[config.mk]
export PLATFORM = sky130hd
export DESIGN_NAME = wb_retire_buffer
export DESIGN_NICKNAME = d
export VERILOG_FILES = /design/src/rtl/wb_retire_buffer.sv
export SDC_FILE = /design/constraint.sdc
export NUM_CORES = 1
export LEC_CHECK = 0
export ABC_AREA = 1
export CORE_ASPECT_RATIO = 0.75
export CORE_UTILIZATION = 63
export CTS_CLUSTER_DIAMETER = 40
export DETAILED_ROUTE_END_ITERATION = 10
export PLACE_DENSITY = 0.95
export SETUP_SLACK_MARGIN = 0.4
export SLEW_MARGIN = 20
export SYNTH_ARGS = -nofsm -noshare
export SYNTH_HDL_FRONTEND = slang
export SYNTH_SLANG_ARGS = --single-unit
export TNS_END_PERCENT = 5
[constraint.sdc]
create_clock -name clk -period 6.35 [get_ports clk]
set_input_delay 1.5875 -clock clk [delete_from_list [all_inputs] [get_ports clk]]
set_output_delay 1.5875 -clock clk [all_outputs]
set_load 0.005 [all_outputs]
[src/rtl/wb_retire_buffer.sv]
// In-order retire buffer for the RV32I write-back stage: queues completed
// instructions, pairs loads with in-order memory responses, retires one write per cycle.
module wb_retire_buffer #(
    parameter int XLEN  = 32,
    parameter int DEPTH = 4,
    parameter int RIDX  = 5
) (
    input  logic            clk,
    input  logic            rst,
    input  logic            in_valid,
    output logic            in_ready,
    input  logic            in_load_regfile,
    input  logic [RIDX-1:0] in_rd,
    input  logic [2:0]      in_sel,
    input  logic [XLEN-1:0] in_result,
    input  logic [1:0]      in_byte_off,
    input  logic            mem_resp,
    input  logic [XLEN-1:0] mem_rdata,
    output logic            load_regfile,
    output logic [RIDX-1:0] rd,
    output logic [XLEN-1:0] rd_data,
    input  logic [RIDX-1:0] query_rs1,
    input  logic [RIDX-1:0] query_rs2,
    output logic            hazard_rs1,
    output logic            hazard_rs2,
    output logic            resp_overflow
);
    localparam int AW = $clog2(DEPTH);
    localparam int CW = AW + 1;
    localparam logic [CW-1:0] FULL = CW'(DEPTH);

    logic [DEPTH-1:0] r_vld;
    logic [DEPTH-1:0] r_q_wr;
    logic [RIDX-1:0]  r_q_rd  [DEPTH];
    logic [2:0]       r_q_sel [DEPTH];
    logic [XLEN-1:0]  r_q_res [DEPTH];
    logic [1:0]       r_q_off [DEPTH];
    logic [AW-1:0]    r_head, r_tail;
    logic [CW-1:0]    r_count, r_nloads;

    logic [XLEN-1:0]  r_resp [DEPTH];
    logic [AW-1:0]    r_rhead, r_rtail;
    logic [CW-1:0]    r_rcount;

    logic             w_push, w_pop, w_push_load, w_pop_load, w_head_load, w_resp_ok;
    logic [XLEN-1:0]  w_word, w_data;
    logic [7:0]       w_byte;
    logic [15:0]      w_half;
    logic [1:0]       w_off;

    function automatic logic is_load(input logic [2:0] sel);
        return (sel >= 3'd1) && (sel <= 3'd5);
    endfunction

    assign in_ready    = (r_count != FULL);
    assign w_push      = in_valid && in_ready;
    assign w_push_load = w_push && is_load(in_sel);
    assign w_head_load = is_load(r_q_sel[r_head]);
    assign w_pop       = (r_count != '0) && (!w_head_load || (r_rcount != '0));
    assign w_pop_load  = w_pop && w_head_load;
    // Only accept data that some already-queued load is still waiting for.
    assign w_resp_ok   = mem_resp && (r_rcount < r_nloads) && (r_rcount != FULL);

    always_comb begin
        w_word = r_resp[r_rhead];
        w_off  = r_q_off[r_head];
        w_byte = w_word[{w_off, 3'b000} +: 8];
        w_half = w_off[1] ? w_word[31:16] : w_word[15:0];
        case (r_q_sel[r_head])
            3'd1:    w_data = XLEN'($signed(w_word[31:0]));
            3'd2:    w_data = XLEN'($signed(w_byte));
            3'd3:    w_data = XLEN'(w_byte);
            3'd4:    w_data = XLEN'($signed(w_half));
            3'd5:    w_data = XLEN'(w_half);
            default: w_data = r_q_res[r_head];
        endcase
    end

    always_comb begin
        hazard_rs1 = 1'b0;
        hazard_rs2 = 1'b0;
        for (int i = 0; i < DEPTH; i++) begin
            if (r_vld[i] && r_q_wr[i] && (r_q_rd[i] != '0)) begin
                if (r_q_rd[i] == query_rs1) hazard_rs1 = 1'b1;
                if (r_q_rd[i] == query_rs2) hazard_rs2 = 1'b1;
            end
        end
    end

    always_ff @(posedge clk) begin
        if (w_push) begin
            r_q_rd[r_tail]  <= in_rd;
            r_q_sel[r_tail] <= in_sel;
            r_q_res[r_tail] <= in_result;
            r_q_off[r_tail] <= in_byte_off;
        end
        if (w_resp_ok)
            r_resp[r_rtail] <= mem_rdata;
    end

    always_ff @(posedge clk or posedge rst) begin
        if (rst) begin
            r_vld         <= '0;
            r_q_wr        <= '0;
            r_head        <= '0;
            r_tail        <= '0;
            r_count       <= '0;
            r_nloads      <= '0;
            r_rhead       <= '0;
            r_rtail       <= '0;
            r_rcount      <= '0;
            load_regfile  <= 1'b0;
            rd            <= '0;
            rd_data       <= '0;
            resp_overflow <= 1'b0;
        end else begin
            if (w_pop) begin
                r_vld[r_head] <= 1'b0;
                r_head        <= r_head + AW'(1);
            end
            // Push after pop: when the queue is full no push happens, so
            // head and tail never alias on the same edge.
            if (w_push) begin
                r_vld[r_tail]  <= 1'b1;
                r_q_wr[r_tail] <= in_load_regfile;
                r_tail         <= r_tail + AW'(1);
            end
            r_count  <= r_count + CW'(w_push) - CW'(w_pop);
            r_nloads <= r_nloads + CW'(w_push_load) - CW'(w_pop_load);

            if (w_resp_ok) r_rtail <= r_rtail + AW'(1);
            if (w_pop_load) r_rhead <= r_rhead + AW'(1);
            r_rcount <= r_rcount + CW'(w_resp_ok) - CW'(w_pop_load);
            if (mem_resp && !w_resp_ok) resp_overflow <= 1'b1;

            load_regfile <= w_pop && r_q_wr[r_head] && (r_q_rd[r_head] != '0);
            if (w_pop) begin
                rd      <= r_q_rd[r_head];
                rd_data <= w_data;
            end
        end
    end
endmodule

==> results.yml <==
routing:
  dr.pass1.iters: 9
  vias: 12100
  avgViaCountPerCell: 6.25
  drtIter0Drc: 1876
  wl_per_cell_microns: 21.2
  drc: 0
  drt-total-wl_microns: 41000
  ant_nets: 0
layout:
  n_antenna_cell: 0
  multi_input_area_sq_um: 4690
  fin_cells: 1932
  stdcell_area_sq_um: 18500
  layout.nets: 1685
  final_common_cell: "nand2_1"
  seq_area_sq_um: 10500
  area_delta_synth_final_pct: 17.2
  final_cell_mix: "403 x nand2_1, 296 x edfxtp_1, 151 x nor2_1"
  drive_gt1_frac: 0.0706
  fillCellCount: 1414
place:
  dp.cells: 1865
  portBuffers: 130
  gp_congestion: 0.919
  placed_area_sq_um: 17300
  dp_hpwl_microns: 25300
floorplanning:
  initial_utilization: 0.650
  ios: 131
  core_sq_um: 24300
  die_area_sq_um: 25700
  die_h_microns: 139
  rows: 49
  die_w_microns: 185
logic_synthesis:
  synth_ff_type: "edfxtp_1"
  synth.distinct_cells: 38
  synthCells: 1460
  ys_warn_count: 0
  ys_seq_area_frac: 0.665
  synth_edf_count: 296
  synth.ff_latch_count: 360
  async_reset_ff_frac: 0.178
  synthesis.nets: 1572
  syn_avg_cell_area_sq_um: 10.8
  synth.cell_area_sq_um: 15800
critical_path:
  cp.arrival_ns: 3.50
  crit_required_ns: 4.76
  cp_max_fo: 6
  critPathLaunchType: "input pin"
  endpoint_kind: "output port"
  criticalPathCategory: "in -> out"
sta:
  maxSlewViolCount: 0
  relSlewSlack: 0.260
  hold_violations: 0
  setup_violations: 0
  fin_crit_sh: 0.801
  tns_ns: 0
  period_needed_ns: 5.09
  worstMarginPinSlew_ns: 1.11
  skew_ns: 0.0319
  fmax_mhz: 197
  rsz0062_at_grt: "no"
power:
  power.internal_w: 0.00594
  pwr-share-comb: 0.448
  cellLeakagePower_nw: 7.24
  p_sw_w: 0.00441
  pwr-share-seq: 0.341
  switching_share: 0.426
  clkPwrFrac: 0.210
  totalPowerFinal_w: 0.0104
  ir_worst_vdd_mv: 0.325
  power_density_nw_per_um2: 560
global_route:
  top_usage_layer: "met2"
  grt_antenna_before_repair: 0
  overflow: 0
  grt_pass1_vias: 11900
  met3_usage: 0.0699
  globalRouteMet2Util: 0.526
  use_met1: 0.426
  grt_max_degree: 90
  grt_pass1_wl_microns: 63700
  gr-usage-all-layers: 0.326
hold_path:
  min_path_type: "reg -> reg"
clock_network:
  cts-root-buf: "clkbuf_16"
  cts_tree: "done"
  cts.htree.levels: 2
  numCtsBuffers: 37
  cts_setup_buffers: 0
  clk_path_buf_depth: 3
  hold_buffers: 0
  clk_pin_slew_ns: 0.06
  cts-resized-gates: 0
  cts.sinks: 360
  insertion_delay_ns: 0.53
status:
  outcome: "finished, final reports clean"
flow_run:
  drv_cap: 0
==> layer usage <==
layer | share of wire | vias to the layer above | wire length [microns]
met1 | 0.35 | 5693 | 14300
li1 | - | 5205 | -
met5 | 0 | - | 0
met2 | 0.48 | 981 | 19700
met3 | 0.13 | 195 | 5180
met4 | 0.045 | 0 | 1860
==> final cells by class <==
class / instances / area share
well taps: 331 / 0.0224
repair buffers: 147 / 0.0773
multi-input cells: 964 / 0.254
clock inverters: 20 / 0.0103
flip-flops and latches: 360 / 0.567
clock buffers: 47 / 0.0560
inverters: 63 / 0.0130
==> flip-flops by register name, summed over array words and instances, names as in the netlist <==
name	flops
r_rhead	2
r_q_off	8
resp_overflow	1
r_rcount	3
rd_data	32
r_count	3
load_regfile	1
r_q_res	128
r_nloads	3
r_q_sel	12
r_rtail	2
r_resp	128
rd	5
r_q_rd	20
r_q_wr	4
r_tail	2
r_vld	4
r_head	2
==> critical path, cell delays in order <==
cell,delay (ns)
clkdlybuf4s50_1,0.51
or2_2,0.32
a21oi_1,0.14
nand4_1,0.08
o21ai_0,0.16
a21oi_1,0.06
o21ai_0,0.10
clkdlybuf4s50_1,0.54
==> path summary, 6_finish.rpt <==
check / end / slack, ns / depth (start not counted) / start
max: hazard_rs2 / 1.26 / 8 / query_rs2[0]
min: resp_overflow / 0.48 / 1 / resp_overflow
max reg2reg: r_nloads[2] / 2.13 / 17 / r_head[0]
min reg2reg: resp_overflow / 0.48 / 1 / resp_overflow
max in group asynchronous: r_head[0] / 4.04 / 3 / rst
min in group asynchronous: rd_data[0] / 1.66 / 3 / rst
==> synth_stat cells, types with 2 or more instances <==
cell type	n	share of area
nand2_1	403	0.096
edfxtp_1	296	0.56
nor2_1	155	0.037
o21ai_0	118	0.037
nand3_1	95	0.030
dfrtp_1	64	0.10
inv_1	58	0.014
buf_2	37	0.012
a21oi_1	34	0.011
xnor2_1	28	0.016
o22ai_1	27	0.011
clkbuf_1	25	0.0059
ha_1	20	0.016
xor2_1	20	0.011
a21oi_2	10	0.0056
nand4_1	9	0.0036
o211ai_1	8	0.0038
nand2_2	7	0.0028
buf_6	6	0.0043
inv_2	4	0.00095
nor2_2	4	0.0016
nor3_1	4	0.0013
nor4_1	4	0.0016
buf_1	3	0.00071
fa_1	3	0.0038
a211oi_1	2	0.00095
buf_4	2	0.00095
nand3b_1	2	0.00095
o22a_1	2	0.0011
or2_2	2	0.00079
==> per-stage QoR <==
step	worst slack (ns)	hold slack [ns]	utilization
final	1.26	0.480	0.761
after floorplan	2.42	0.442	-
after detailed placement	1.26	0.464	0.711
after global routing	1.10	0.497	0.761
after CTS	1.26	0.484	0.761
after global placement	1.31	0.461	0.711
==> cell families (layout without fill, tap and decap cells) <==
group / Yosys count / after routing / synth area share
AOI/OAI and AO/OA: 204 / 204 / 0.0718
xor gates and xnor gates: 48 / 48 / 0.0266
adders and majority gates: 23 / 23 / 0.0197
buffers and inverters: 136 / 277 / 0.0388
DFF: 360 / 360 / 0.665
and+or+nand+nor: 689 / 689 / 0.178
==> power groups by stage <==
| stage | Sequential [W] | Clock, W | Combinational (W) |
|---|---|---|---|
| after floorplan | 0.00348 | 0 | 0.00301 |
| after global placement | 0.00352 | 0 | 0.00414 |
| after detailed placement | 0.00355 | 0 | 0.00443 |
| after CTS | 0.00352 | 0.00218 | 0.00452 |
| after global routing | 0.00357 | 0.00227 | 0.00503 |
| final | 0.00354 | 0.00218 | 0.00464 |
No activity file was read; power rests on OpenSTA's default activity.
